$ cat config.mk
export PLATFORM = sky130hd
export DESIGN_NAME = order_dispatcher
export DESIGN_NICKNAME = d
export VERILOG_FILES = /design/src/rtl/order_dispatcher.sv
export SDC_FILE = /design/constraint.sdc
export NUM_CORES = 1
export LEC_CHECK = 0
export CORE_ASPECT_RATIO = 1.5
export CORE_UTILIZATION = 25
export DETAILED_ROUTE_END_ITERATION = 8
export GPL_ROUTABILITY_DRIVEN = 0
export SYNTH_ARGS = -nofsm -noshare
export SYNTH_HDL_FRONTEND = slang
export SYNTH_SLANG_ARGS = --single-unit
export TNS_END_PERCENT = 1
$ cat constraint.sdc
create_clock -name clk -period 6.7 [get_ports clk]
set_input_delay 1.675 -clock clk [delete_from_list [all_inputs] [get_ports clk]]
set_output_delay 1.675 -clock clk [all_outputs]
set_load 0.01 [all_outputs]
$ cat src/rtl/order_dispatcher.sv
// Order dispatcher: gates buy/sell requests against per-stock position limits, queues
// accepted orders and serialises them as header/payload bytes. Define ORDER_CHECKSUM_EN
// to append a header-XOR-payload checksum byte to every order.
module order_dispatcher #(
   parameter int FIFO_DEPTH = 4,
   parameter int MAX_POS    = 15
) (
   input  logic       clk,
   input  logic       rst,
   input  logic       buy_signal,
   input  logic       sell_signal,
   input  logic [1:0] stock_id,
   input  logic [5:0] price,
   output logic [7:0] tx_data,
   output logic       tx_valid,
   input  logic       tx_ready,
   input  logic [1:0] pos_sel,
   output logic [3:0] pos_out,
   output logic [7:0] drop_cnt,
   output logic       busy
);

   localparam int          AW        = $clog2(FIFO_DEPTH);
   localparam logic [AW:0] FULL_CNT  = (AW+1)'(FIFO_DEPTH);
   localparam logic [3:0]  MAX_POS_V = 4'(MAX_POS);

`ifdef ORDER_CHECKSUM_EN
   typedef enum logic [1:0] {IDLE, HDR, PAY, CHK} state_t;
`else
   typedef enum logic [1:0] {IDLE, HDR, PAY} state_t;
`endif

   // Queue entry layout: {side, stock_id[1:0], price[5:0]}, side 0 = buy, 1 = sell.
   logic [8:0]    mem [FIFO_DEPTH];
   logic [AW-1:0] wr_ptr, rd_ptr;
   logic [AW:0]   count;
   logic [3:0]    pos [4];

   state_t     state_q, state_d;
   logic [7:0] tx_data_q, tx_data_d;
   logic [8:0] cur_q, cur_d;
   logic [2:0] seq_q, seq_d;

   logic full, empty, pop, buy_ok, sell_ok, push, drop;

   function automatic logic [7:0] hdr_byte(input logic [8:0] e, input logic [2:0] s);
      return {2'b10, e[8], e[7:6], s};
   endfunction

   // Fullness comes from the registered count, so a same-cycle pop never frees room.
   assign full    = (count == FULL_CNT);
   assign empty   = (count == '0);
   assign pop     = (state_q == IDLE) && !empty;
   assign buy_ok  = buy_signal && !sell_signal && (pos[stock_id] < MAX_POS_V) && !full;
   assign sell_ok = sell_signal && !buy_signal && (pos[stock_id] != 4'd0) && !full;
   assign push    = buy_ok || sell_ok;
   assign drop    = (buy_signal || sell_signal) && !push;

   assign pos_out  = pos[pos_sel];
   assign tx_data  = tx_data_q;
   assign tx_valid = (state_q != IDLE);
   assign busy     = !empty || (state_q != IDLE);

   // NOTE: sequential state uses non-blocking assignments so every register samples
   // pre-edge values; the queue storage is small enough to clear on reset as well.
   always_ff @(posedge clk) begin
      if (rst) begin
         for (int i = 0; i < FIFO_DEPTH; i++) mem[i] <= '0;
         for (int i = 0; i < 4; i++) pos[i] <= '0;
         wr_ptr    <= '0;
         rd_ptr    <= '0;
         count     <= '0;
         drop_cnt  <= '0;
         state_q   <= IDLE;
         tx_data_q <= '0;
         cur_q     <= '0;
         seq_q     <= '0;
      end else begin
         if (push) begin
            mem[wr_ptr] <= {sell_ok, stock_id, price};
            wr_ptr      <= wr_ptr + 1'b1;
         end
         if (pop) rd_ptr <= rd_ptr + 1'b1;
         unique case ({push, pop})
            2'b10:   count <= count + 1'b1;
            2'b01:   count <= count - 1'b1;
            default: count <= count;
         endcase
         // Positions move at acceptance so queued orders already count against limits.
         if (buy_ok)       pos[stock_id] <= pos[stock_id] + 1'b1;
         else if (sell_ok) pos[stock_id] <= pos[stock_id] - 1'b1;
         if (drop && drop_cnt != 8'hFF) drop_cnt <= drop_cnt + 1'b1;
         state_q   <= state_d;
         tx_data_q <= tx_data_d;
         cur_q     <= cur_d;
         seq_q     <= seq_d;
      end
   end

   // NOTE: every output of this block gets a default first, so no path infers a latch.
   always_comb begin
      state_d   = state_q;
      tx_data_d = tx_data_q;
      cur_d     = cur_q;
      seq_d     = seq_q;
      unique case (state_q)
         IDLE: begin
            if (!empty) begin
               cur_d     = mem[rd_ptr];
               tx_data_d = hdr_byte(mem[rd_ptr], seq_q);
               state_d   = HDR;
            end
         end
         HDR: begin
            if (tx_ready) begin
               tx_data_d = {2'b00, cur_q[5:0]};
               state_d   = PAY;
            end
         end
         PAY: begin
            if (tx_ready) begin
`ifdef ORDER_CHECKSUM_EN
               tx_data_d = hdr_byte(cur_q, seq_q) ^ {2'b00, cur_q[5:0]};
               state_d   = CHK;
`else
               tx_data_d = 8'h00;
               seq_d     = seq_q + 3'd1;
               state_d   = IDLE;
`endif
            end
         end
`ifdef ORDER_CHECKSUM_EN
         CHK: begin
            if (tx_ready) begin
               tx_data_d = 8'h00;
               seq_d     = seq_q + 3'd1;
               state_d   = IDLE;
            end
         end
`endif
         default: begin
            tx_data_d = 8'h00;
            state_d   = IDLE;
         end
      endcase
   end

endmodule

==> run_results.csv <==
group,metric,value,unit
sta,setup_viol,0,
global_routing,antenna_found_initial,0,
setup_path,crit_path_start_kind,"input port",
sta,grt_setup_unrepaired,"no",
placement,numPortBuffers,35,
pwr,ir_worst_vdd,0.187,mV
routing,vias,2751,
clock_tree,cts_sinks,86,
clock_tree,post_cts_resized,0,
logic_synthesis,syn_area_per_cell,11.7,µm²
clock_tree,cts_made_buffers,9,
setup_path,path_class,"in2reg",
min_path,hp-class,"reg2reg",
routing,firstDrtPassIters,4,
routing,drc,0,
global_routing,grt_start_max_net_pins,54,
sta,finalCritPeriodShare,0.762,
run,maxCapViolCount,0,
routing,wl_per_cell,15.0,µm
sta,slew_violations,0,
pwr,power.total,0.00159,W
clock_tree,hold_buffers,0,
min_path,hp-start,"tx_data[3]$_SDFFE_PP0P_",
global_routing,grtUsageTotal,0.112,
clock_tree,htreeDepth,3,
logic_synthesis,netlist_area,4090,µm²
logic_synthesis,synth.ff_latch_count,86,
setup_path,timing.rr.start,"pos[3][0]$_DFFE_PP_",
routing,drt_iter0_drc,162,
logic_synthesis,synth_cell_types,52,
cells_and_area,fill_cells,1648,
logic_synthesis,yosys_warnings,0,
floorplan,rows,56,
pwr,p_leak,1.75,nW
routing,viasPerCell,4.71,
setup_path,crit_path_start,"stock_id[0]",
clock_tree,clk_latency,0.33,ns
setup_path,path_cells,"clkdlybuf4s50_1 -> mux4_2 -> or3_4 -> or2_0 -> nand2_1 -> ha_1 -> inv_1 -> fa_1 -> xor2_1 -> or3_1 -> a21oi_1",
floorplan,pin_count,37,
cells_and_area,nNetsFinal,398,
clock_tree,cts_tree,"yes",
logic_synthesis,synth-async-reset-ratio,0,
outcome,outcome,"finished clean",
cells_and_area,area_growth,20.2,%
floorplan,die_w,106,µm
global_routing,grt-ovfl-total,0,
clock_tree,cts_setup_buffers,0,
sta,hold_viol,0,
sta,tightestPinTransition,0.961,ns
logic_synthesis,synth-edff-count,52,
setup_path,cp_top_family,"simple AND/OR/NAND/NOR gates",
sta,slew_headroom,0.359,
global_routing,grt_pass1_wl,14300,µm
logic_synthesis,synthFlopType,"edfxtp_1",
cells_and_area,final_cell_mix,"nor2_1, edfxtp_1, dfxtp_1, clkdlybuf4s50_1, nor3_1",
logic_synthesis,synth_seq_area_share,0.549,
floorplan,start_util,0.258,
sta,period_minus_slack,5.11,ns
routing,wl,8740,µm
cells_and_area,diodes,0,
logic_synthesis,syn_inst,348,
global_routing,grt_pass1_vias,2851,
setup_path,end_kind,"flop",
setup_path,crit_buf_inv,2,
clock_tree,ctsRootBufferMaster,"clkbuf_16",
floorplan,coreArea,15800,µm²
sta,clock.fmax,196,MHz
floorplan,dieArea,16900,µm²
logic_synthesis,synth_nets,370,
setup_path,worstPathRequired,6.95,ns
clock_tree,cts.clk_slew.worst_paths,0.06,ns
pwr,p_per_area,324,nW/µm²
sta,fin_setup_tns,0,ns
sta,fin_skew,0.0109,ns
setup_path,worstPathArrival,5.35,ns
cells_and_area,layout.cells.most_common,"nor2_1",
setup_path,slowest_stage,"clkdlybuf4s50_1",
setup_path,max_stage_delay,0.78,ns
placement,dp_hpwl,6310,µm
floorplan,die_h,159,µm
setup_path,path_max_fanout,11,
routing,ant_nets,0,
cells_and_area,drive_gt1_frac,0.131,
clock_tree,cts_buffer_depth,2,
[tightest hold or removal path: cells and delay by family, from the launching register on]
kind	cells	cell delay, ns
flops	1	0.31
simple gates	1	0.05
compound gates	1	0.05
[state kept, by name, indices dropped and copies added, names as in the netlist, named ones only]
| signal | count |
|---|---|
| count | 3 |
| tx_data | 6 |
| rd_ptr | 2 |
| drop_cnt | 8 |
| pos | 16 |
| state_q | 2 |
| seq_q | 3 |
| mem | 36 |
| cur_q | 6 |
| wr_ptr | 2 |
[cell type report]
type,instances,area (µm²),share of cell area
clock buffer,13,262,0.0532
clock inverter,3,26.3,0.00535
inverter,9,33.8,0.00688
multi-input combinational,229,1700,0.347
sequential,86,2240,0.457
tap,203,254,0.0517
timing repair buffer,41,390,0.0795
[per-stage QoR]
step | setup slack (ns) | instances | hold WS, ns | utilization | area [µm²]
6_report | 1.59 | 584 | 0.458 | 0.310 | 4910
5_1_grt | 1.28 | 584 | 0.483 | 0.310 | 4910
4_1_cts | 1.59 | 584 | 0.458 | 0.310 | 4910
3_5_place_dp | 1.24 | 568 | 0.449 | 0.292 | 4620
3_3_place_gp | 1.38 | 568 | 0.446 | 0.292 | 4620
2_1_floorplan | 2.10 | 348 | 0.460 | - | 4090
[worst paths after layout]
path	depth (start not counted)	endpoint	slack (ns)
setup / recovery	11	count[2]$_SDFFE_PP0P_	1.59
hold reg to reg	2	tx_data[3]$_SDFFE_PP0P_	0.46
setup reg to reg	10	count[2]$_SDFFE_PP0P_	3.41
hold / removal	2	tx_data[3]$_SDFFE_PP0P_	0.46
[logic make-up (layout without fill, tap and decap cells)]
group / count (synthesis) / in the layout / share of synthesized area
compound gates: 38 / 38 / 0.0698
xor+xnor: 8 / 8 / 0.0171
fa+ha+maj: 7 / 7 / 0.0251
buf+inv: 33 / 66 / 0.0358
flops: 86 / 86 / 0.549
mux: 33 / 33 / 0.135
other cells: 1 / 1 / 0.000918
simple gates: 142 / 142 / 0.167
[cells in the mapped netlist (2+ instances only)]
cell / count / area (µm²)
a21o_1: 3 / 22.5
a21oi_1: 10 / 50.1
a222oi_1: 5 / 50.1
a31o_2: 2 / 17.5
and3_1: 2 / 12.5
buf_1: 3 / 11.3
buf_2: 6 / 30.0
buf_4: 2 / 15.0
clkbuf_1: 12 / 45.0
dfxtp_1: 34 / 681
edfxtp_1: 52 / 1560
fa_1: 2 / 40.0
ha_1: 5 / 62.6
inv_1: 8 / 30.0
mux2_1: 2 / 22.5
mux2_2: 5 / 56.3
mux2i_1: 9 / 90.1
mux4_2: 17 / 383
nand2_1: 17 / 63.8
nand2b_1: 3 / 18.8
nand3_1: 6 / 30.0
nand3b_1: 2 / 15.0
nand4_1: 4 / 25.0
nand4b_1: 2 / 17.5
nor2_1: 61 / 229
nor2b_1: 8 / 50.1
nor3_1: 19 / 95.1
nor3b_1: 2 / 15.0
nor4_1: 5 / 31.3
o21ai_0: 8 / 40.0
or3_1: 5 / 31.3
xnor2_1: 2 / 17.5
xor2_1: 6 / 52.6
[power by group]
| group | total [W] | switching (W) | leakage, nW | internal, W |
|---|---|---|---|---|
| clock | 0.000474 | 0.000197 | 0.140 | 0.000277 |
| sequential | 0.000702 | 0.0000676 | 0.819 | 0.000634 |
| combinational | 0.000417 | 0.000214 | 0.795 | 0.000203 |
[routing by layer]
| metal | part of all wire | wire (µm) | vias to the layer above | track usage |
|---|---|---|---|---|
| li1 | - | - | 1333 | - |
| met1 | 0.40 | 3490 | 1368 | 0.122 |
| met2 | 0.56 | 4890 | 45 | 0.204 |
| met3 | 0.034 | 296 | 5 | 0.0254 |
| met4 | 0.0070 | 61 | 0 | 0.0496 |
| met5 | 0 | 0 | - | 0 |
Power figures use the tool's default switching activity.
